`config.mk`:
```
export PLATFORM = sky130hd
export DESIGN_NAME = bar_ram_arbiter
export DESIGN_NICKNAME = d
export VERILOG_FILES = /design/src/rtl/bar_ram_arbiter.sv
export SDC_FILE = /design/constraint.sdc
export NUM_CORES = 1
export LEC_CHECK = 0
export CORE_AREA = 5 5 218 220
export CTS_CLUSTER_DIAMETER = 200
export DETAILED_ROUTE_END_ITERATION = 8
export DIE_AREA = 0 0 223 225
export PLACE_DENSITY = 0.7
export SLEW_MARGIN = 20
export SYNTH_ARGS = -nofsm -noshare
export SYNTH_HDL_FRONTEND = slang
export SYNTH_SLANG_ARGS = --single-unit
export TNS_END_PERCENT = 5
```
`constraint.sdc`:
```
create_clock -name clk -period 3.66 [get_ports clk]
set_input_delay 0.732 -clock clk [delete_from_list [all_inputs] [get_ports clk]]
set_output_delay 0.732 -clock clk [all_outputs]
set_load 0.01 [all_outputs]
```
`src/rtl/bar_ram_arbiter.sv`:
```
// bar_ram_arbiter: shares one single-port, read-first RAM between the ghostbus
// host port and a local valid/ready requester. After reset (or init_start) the
// RAM is filled with INIT_BASE + index. The host then has absolute priority with
// a fixed 2-cycle read latency, and the local side gets every idle RAM cycle.
module bar_ram_arbiter #(
   parameter int            DW        = 8,
   parameter int            DEPTH     = 64,
   parameter int            AW        = 6,
   parameter logic [DW-1:0] INIT_BASE = 8'h81,
   parameter int            STALL_W   = 16
) (
   input  logic               clk,
   input  logic               rst_n,
   input  logic               init_start,
   output logic               init_busy,
   input  logic [AW-1:0]      gb_addr,
   input  logic [DW-1:0]      gb_wdata,
   input  logic               gb_we,
   input  logic               gb_re,
   output logic [DW-1:0]      gb_rdata,
   output logic               gb_rvalid,
   input  logic               loc_valid,
   output logic               loc_ready,
   input  logic               loc_we,
   input  logic [AW-1:0]      loc_addr,
   input  logic [DW-1:0]      loc_wdata,
   output logic [DW-1:0]      loc_rdata,
   output logic               loc_rvalid,
   output logic [STALL_W-1:0] stall_cnt
);

   typedef enum logic {INIT, RUN} state_t;

   state_t        state_q, state_d;
   logic [AW-1:0] idx_q, idx_d;

   // RAM port after arbitration
   logic          ram_we;
   logic          ram_rd;
   logic [AW-1:0] ram_addr;
   logic [DW-1:0] ram_wdata;
   logic [DW-1:0] ram_q;
   logic [DW-1:0] mem [DEPTH];

   // Read pipeline state
   logic          gb_p1;
   logic          gb_zero_p1;
   logic [DW-1:0] loc_hold;

   logic host_strobe;
   logic loc_xfer;

   assign host_strobe = gb_we | gb_re;
   assign init_busy   = (state_q == INIT);
   assign loc_ready   = (state_q == RUN) & ~gb_we & ~gb_re;
   assign loc_xfer    = loc_valid & loc_ready;

   // State and fill-index register.
   // NOTE: sequential state uses non-blocking (<=) so every register samples
   // the pre-edge values; blocking here would create order-dependent races.
   always_ff @(posedge clk or negedge rst_n) begin
      if (!rst_n) begin
         state_q <= INIT;
         idx_q   <= '0;
      end else begin
         state_q <= state_d;
         idx_q   <= idx_d;
      end
   end

   // Next-state logic: fill runs DEPTH cycles; init_start always restarts it.
   // NOTE: every combinational output gets a default first, so no path can
   // leave a variable unassigned and infer a latch.
   always_comb begin
      state_d = state_q;
      idx_d   = idx_q;
      unique case (state_q)
         INIT: begin
            if (init_start) begin
               idx_d = '0;
            end else if (idx_q == AW'(DEPTH - 1)) begin
               idx_d   = '0;
               state_d = RUN;
            end else begin
               idx_d = idx_q + AW'(1);
            end
         end
         RUN: begin
            if (init_start) begin
               idx_d   = '0;
               state_d = INIT;
            end
         end
         default: state_d = INIT;
      endcase
   end

   // RAM port mux: fill write, then host, then local, else idle.
   always_comb begin
      ram_we    = 1'b0;
      ram_rd    = 1'b0;
      ram_addr  = '0;
      ram_wdata = '0;
      if (state_q == INIT) begin
         ram_we    = 1'b1;
         ram_addr  = idx_q;
         ram_wdata = INIT_BASE + DW'(idx_q);
      end else if (host_strobe) begin
         ram_we    = gb_we;
         ram_rd    = gb_re;
         ram_addr  = gb_addr;
         ram_wdata = gb_wdata;
      end else if (loc_valid) begin
         ram_we    = loc_we;
         ram_rd    = ~loc_we;
         ram_addr  = loc_addr;
         ram_wdata = loc_wdata;
      end
   end

   // Single-port read-first RAM with registered output.
   // NOTE: the array and its output register are deliberately not reset; the
   // fill defines contents before RUN and a reset would prevent RAM inference.
   always_ff @(posedge clk) begin
      if (ram_rd) begin
         ram_q <= mem[ram_addr];
      end
      if (ram_we) begin
         mem[ram_addr] <= ram_wdata;
      end
   end

   // Host read pipeline: strobe -> RAM output (T+1) -> gb_rdata/gb_rvalid (T+2).
   always_ff @(posedge clk or negedge rst_n) begin
      if (!rst_n) begin
         gb_p1      <= 1'b0;
         gb_zero_p1 <= 1'b0;
         gb_rvalid  <= 1'b0;
         gb_rdata   <= '0;
      end else begin
         gb_p1      <= gb_re;
         gb_zero_p1 <= gb_re & (state_q == INIT);
         gb_rvalid  <= gb_p1;
         if (gb_p1) begin
            gb_rdata <= gb_zero_p1 ? '0 : ram_q;
         end
      end
   end

   // Local read response one cycle after accept; data held until the next one.
   always_ff @(posedge clk or negedge rst_n) begin
      if (!rst_n) begin
         loc_rvalid <= 1'b0;
         loc_hold   <= '0;
      end else begin
         loc_rvalid <= loc_xfer & ~loc_we;
         if (loc_rvalid) begin
            loc_hold <= ram_q;
         end
      end
   end

   assign loc_rdata = loc_rvalid ? ram_q : loc_hold;

   // Saturating count of cycles where the local requester waits.
   always_ff @(posedge clk or negedge rst_n) begin
      if (!rst_n) begin
         stall_cnt <= '0;
      end else if (loc_valid && !loc_ready && !(&stall_cnt)) begin
         stall_cnt <= stall_cnt + STALL_W'(1);
      end
   end

endmodule

```
==> results of run 1 <==
## registers in the layout, summed over array words and instances, names as in the netlist
signal and count:
mem 512, gb_p1 1, gb_rvalid 1, loc_rvalid 1, gb_rdata 8, ram_q 8
idx_q 6, gb_zero_p1 1, stall_cnt 16, loc_hold 8, state_q 1
## layer usage
layer,global-route usage (%),wire length (µm),up-vias
met3,6.04,7650,189
met4,9.82,2910,0
li1,-,-,6550
met2,41.3,30600,993
met5,0,0,-
met1,35.4,24900,7488
## critical path: stages
cell,delay [ns]
clkdlybuf4s50_1,0.61
nor4bb_4,0.42
a221o_2,0.31
buf_12,0.15
buf_4,0.16
buf_12,0.12
mux2i_1,0.18
o21ai_0,0.09
a222oi_1,0.31
buf_4,0.18
o22ai_1,0.10
or4b_1,0.54
## path summary, 6_finish.rpt
kind                                from             to  slack, ns  cells after the start
min in group clk                   gb_re          gb_p1       0.45                      2
max                            loc_valid       ram_q[7]       0.08                     12
min                                rst_n   stall_cnt[0]       0.27                      1
max reg2reg                      state_q       ram_q[7]       0.26                     11
max in group asynchronous          rst_n        state_q       2.76                      1
min reg2reg                stall_cnt[14]  stall_cnt[14]       0.49                      1
## stage by stage
stage / instance area [µm²] / std cells / setup slack [ns]
4_1_cts: 28200 / 2482 / 0.00687
2_1_floorplan: 22400 / 1497 / -0.102
3_5_place_dp: 26300 / 2380 / -0.624
3_3_place_gp: 26300 / 2380 / -0.575
6_report: 28300 / 2492 / 0.0815
5_1_grt: 28300 / 2492 / -0.0214
## placed cells by master (no fill, tap or decap), types with 15 or more instances in the layout
master	n
clkbuf_16	56
a21oi_1	89
nor2_1	107
mux2i_1	47
clkdlybuf4s50_1	67
o22ai_1	16
a31oi_1	15
nand3_1	32
buf_12	40
mux2_2	28
o21ai_0	60
a221oi_1	34
edfxtp_1	520
buf_4	271
a222oi_1	20
a22oi_1	39
dfrtp_1	42
inv_1	15
nand2_1	156
## repair_timing
item | 4_1_cts | 5_1_grt
hold buffers | 0 | 0
pin swaps | 2 | 6
setup buffers | 1 | 10
resized for setup | 1 | 8
setup endpoints to repair | 1 | 5
## logic make-up (layout without fill, tap and decap cells)
| logic type | count (synthesis) | in the layout | synth area share [%] |
|---|---|---|---|
| adders and majority gates | 2 | 2 | 0.112 |
| AOI/OAI and AO/OA | 366 | 366 | 11.4 |
| muxes | 77 | 77 | 3.66 |
| and+or+nand+nor | 364 | 364 | 7.30 |
| xor gates and xnor gates | 20 | 20 | 0.783 |
| buffers and inverters | 105 | 500 | 2.13 |
| DFF | 563 | 563 | 74.6 |
## power groups by stage
stage,Clock (mW),Combinational (mW),Sequential [mW]
detailed placement,0,1.45,7.31
global placement,0,1.42,7.31
global route,6.07,1.57,7.19
CTS,5.80,1.46,7.18
floorplan,0,0.617,7.33
finish,5.74,1.51,7.18
## cell type report
| type | instances | area, µm² |
|---|---|---|
| Clock buffer | 74 | 1520 |
| Clock inverter | 27 | 309 |
| Fill cell | 3285 | 16800 |
| Inverter | 16 | 60.1 |
| Multi-Input combinational cell | 829 | 5370 |
| Sequential cell | 563 | 16700 |
| Tap cell | 600 | 751 |
| Timing Repair Buffer | 383 | 3560 |
==> impl_metrics.json, run 1 <==
{
  "status": "finished, final reports clean",
  "first_global_vias": 15200,
  "endpoint_kind": "register",
  "yosysMostFrequentCell": "edfxtp_1",
  "max_freq_mhz": 279,
  "cts_max_level": 2,
  "ys_warn_count": 0,
  "peakVddDrop_v": 0.000425,
  "post_drt_wl_per_cell_um": 26.5,
  "die_y_um": 225,
  "grt_max_degree": 65,
  "p_seq_share_pct": 49.8,
  "comb_power_share_pct": 10.5,
  "synth_top_area_share_pct": 69.8,
  "start_kind": "input pin",
  "cp.arrival_ns": 3.92,
  "vias": 15200,
  "netlist_area_um2": 22400,
  "area_delta_synth_final_pct": 26.4,
  "antenna_found_initial": 0,
  "grt_usage_pct": 26.0,
  "whs_ns": 0.267,
  "io_pins": 71,
  "worstHoldPathType": "input pin to async pin",
  "power.switching_mw": 3.32,
  "setup_viol": 0,
  "max-slew-margin-rel_pct": 25.5,
  "synth_nets": 1534,
  "finalMaxSlewViolations": 0,
  "synth-seq-cells": 563,
  "cts_root_buf": "clkbuf_16",
  "drtIter0Drc": 2283,
  "postSynth.asyncResetShare_pct": 7.64,
  "power_mw": 14.4,
  "hpwlAfterDp_mm": 44.2,
  "criticalPathCategory": "input pin to register",
  "hold_viol": 0,
  "grt_pass1_wl_mm": 98.1,
  "drive_above_1_share_pct": 24.4,
  "clk_latency_ns": 0.61,
  "via_per_inst": 6.11,
  "fin_tns_setup_ns": 0,
  "cts_made_buffers": 55,
  "synth_seq_area_share_pct": 74.6,
  "cts.sinks": 563,
  "clock_power_share_pct": 39.8,
  "core_um2": 45100,
  "p_per_area_nw_per_um2": 511,
  "synth_edf_count": 520,
  "row_count": 78,
  "leakagePower_nw": 10.1,
  "gp_congestion": 0.923,
  "ys.flop_type": "edfxtp_1",
  "synth_area_leaders": "edfxtp_1, dfrtp_1, nand2_1",
  "antenna_cells": 0,
  "post-route-period-util_pct": 97.8,
  "grt_overflow": 0,
  "clkTransAtPathRegs_ns": 0.06,
  "synth_cell_types": 70,
  "synth_area_leader_cell": "edfxtp_1",
  "intPower_mw": 11.1,
  "route.detailed.drc": 0,
  "ys_top_cells_by_count": "edfxtp_1, nand2_1, nor2_1",
  "clock_skew_ns": 0.0160,
  "dieWidth_um": 223,
  "clock_tree.buffer_depth": 3,
  "max_cap_violations": 0,
  "tightestPinTransition_ns": 1.12,
  "start_util_pct": 49.6,
  "cts_tree": "yes",
  "synthCells": 1497,
  "path_max_fanout": 12,
  "ant_nets": 0,
  "first_pass_iters": 6,
  "nets": 1885,
  "dieArea_um2": 50200,
  "fin_crit_ns": 3.58,
  "switching_share_pct": 23.0,
  "wirelength_mm": 66.1,
  "fin_util_pct": 62.7,
  "syn_area_per_cell_um2": 14.9,
  "port_buffers": 70,
  "critPathRequiredTime_ns": 4.00
}
Note: power is estimated with default switching activity, not from simulation.
==> inputs of run 2 (changes only) <==
- CTS_BUF_LIST: not set -> sky130_fd_sc_hd__clkbuf_8
==> impl_metrics.json, run 2 (synthesis results as in run 1) <==
{
  "status": "finished, final reports clean",
  "io_pins": 71,
  "grt_usage_pct": 25.9,
  "whs_ns": 0.221,
  "via_per_inst": 6.04,
  "area_delta_synth_final_pct": 25.3,
  "worstHoldPathType": "input pin to async pin",
  "path_max_fanout": 12,
  "p_per_area_nw_per_um2": 484,
  "vias": 15400,
  "layout_common_cells": "edfxtp_1, buf_4, nand2_1",
  "drive_above_1_share_pct": 24.6,
  "critPathRequiredTime_ns": 4.05,
  "gp_congestion": 0.923,
  "dpl_cell_area_um2": 26300,
  "die_y_um": 225,
  "met3_length_mm": 7.30,
  "drt-met1-wl_mm": 25.2,
  "finalMaxSlewViolations": 0,
  "antenna_found_initial": 1,
  "criticalPathCategory": "input pin to register",
  "grt_pass1_wl_mm": 97.9,
  "highest_layer": "met5",
  "cp.arrival_ns": 3.99,
  "wirelength_mm": 66.0,
  "grt_max_degree": 65,
  "drtIter0Drc": 2289,
  "row_count": 78,
  "endpoint_kind": "register",
  "largest_register_ffs": 512,
  "cts_tree": "yes",
  "max-slew-margin-rel_pct": 26.0,
  "dr_wl_met2_mm": 30.6,
  "antenna_cells": 0,
  "peakVddDrop_v": 0.000333,
  "largest_registers": "mem (512), stall_cnt (16)",
  "final_common_cell": "edfxtp_1",
  "clock_tree.buffer_depth": 3,
  "fin_area_um2": 28000,
  "clkTransAtPathRegs_ns": 0.07,
  "max_freq_mhz": 277,
  "leakagePower_nw": 10.1,
  "grt_overflow": 0,
  "hold_viol": 0,
  "ant_nets": 0,
  "rsz0062_at_grt": "yes",
  "fillerInstances": 3333,
  "tightestPinTransition_ns": 1.11,
  "dieArea_um2": 50200,
  "max_cap_violations": 0,
  "post_drt_wl_per_cell_um": 25.9,
  "cts_max_level": 3,
  "first_pass_iters": 7,
  "cts_root_buf": "clkbuf_8",
  "port_buffers": 70,
  "cts.sinks": 563,
  "fin_crit_ns": 3.60,
  "start_kind": "input pin",
  "clk_latency_ns": 0.65,
  "hpwlAfterDp_mm": 44.2,
  "nets": 1917,
  "regMostFlops": "mem",
  "start_util_pct": 49.6,
  "cts_made_buffers": 90,
  "core_um2": 45100,
  "postCtsHoldBufs": 0,
  "dieWidth_um": 223,
  "setup_viol": 0,
  "post-route-period-util_pct": 98.5,
  "clock_skew_ns": 0.0223,
  "route.detailed.drc": 0,
  "first_global_vias": 15500
}
-- run 2: changes by cell type in the layout (fill, tap and decap cells not counted), moves of 4 or more --
cell,delta
bufinv_16,-4
clkinv_1,+15
clkbuf_16,-56
inv_1,+38
clkbuf_1,-13
clkbuf_8,+88
-- run 2: worst paths after layout --
check,from,endpoint,slack [ns],cells past startpoint
min in group clk,stall_cnt[14],stall_cnt[14],0.50,1
setup / recovery,gb_re,ram_q[7],0.06,11
max in group asynchronous,rst_n,state_q,2.80,1
hold reg to reg,stall_cnt[14],stall_cnt[14],0.50,1
setup reg to reg,state_q,ram_q[7],0.22,9
hold / removal,rst_n,stall_cnt[0],0.22,1
-- run 2: critical path: stages --
cell and delay (ns):
clkdlybuf4s50_1 0.45, buf_12 0.16, nor4bb_4 0.47, a221o_2 0.31
buf_12 0.16, buf_4 0.16, mux2i_2 0.23, o21ai_1 0.10
a222oi_1 0.48, o221a_2 0.27, or4b_1 0.45
-- run 2: what timing repair did --
action / CTS / global route
gates resized for setup: 0 / 6
setup endpoints to repair: 0 / 4
hold endpoints to repair: 0 / 0
buffers inserted: 0 / 8
-- run 2: power breakdown --
part	switching (mW)	leakage (nW)	internal, mW
combinational	0.847	3.85	0.655
sequential	0.0672	5.32	7.12
clock	2.38	0.957	2.48
total	3.30	10.1	10.3
-- run 2: metrics by stage --
stage | setup WS, ns | instances | total power, mW | utilization [%] | TNS (ns)
after floorplan | -0.102 | 1497 | 7.94 | - | -6.50
after global placement | -0.575 | 2380 | 8.73 | 58.4 | -84.33
after detailed placement | -0.624 | 2380 | 8.77 | 58.4 | -83.16
after CTS | 0.0467 | 2541 | 13.6 | 61.9 | 0
after global routing | -0.0342 | 2549 | 14.0 | 62.1 | -0.0458
final | 0.0563 | 2549 | 13.6 | 62.1 | 0
-- run 2: cell type report --
type	count	area, µm²	area share (%)
Clock inverter	68	324	1.16
Timing Repair Buffer	380	3530	12.6
Inverter	16	60.1	0.214
Tap cell	600	751	2.68
Multi-Input combinational cell	829	5380	19.2
Sequential cell	563	16700	59.6
Clock buffer	93	1280	4.57
-- run 2: routing by layer --
layer | GRT usage, % | vias to the layer above
met2 | 41.1 | 1003
met4 | 10.8 | 2
met5 | 0 | -
li1 | - | 6642
met1 | 34.8 | 7562
met3 | 6.21 | 191
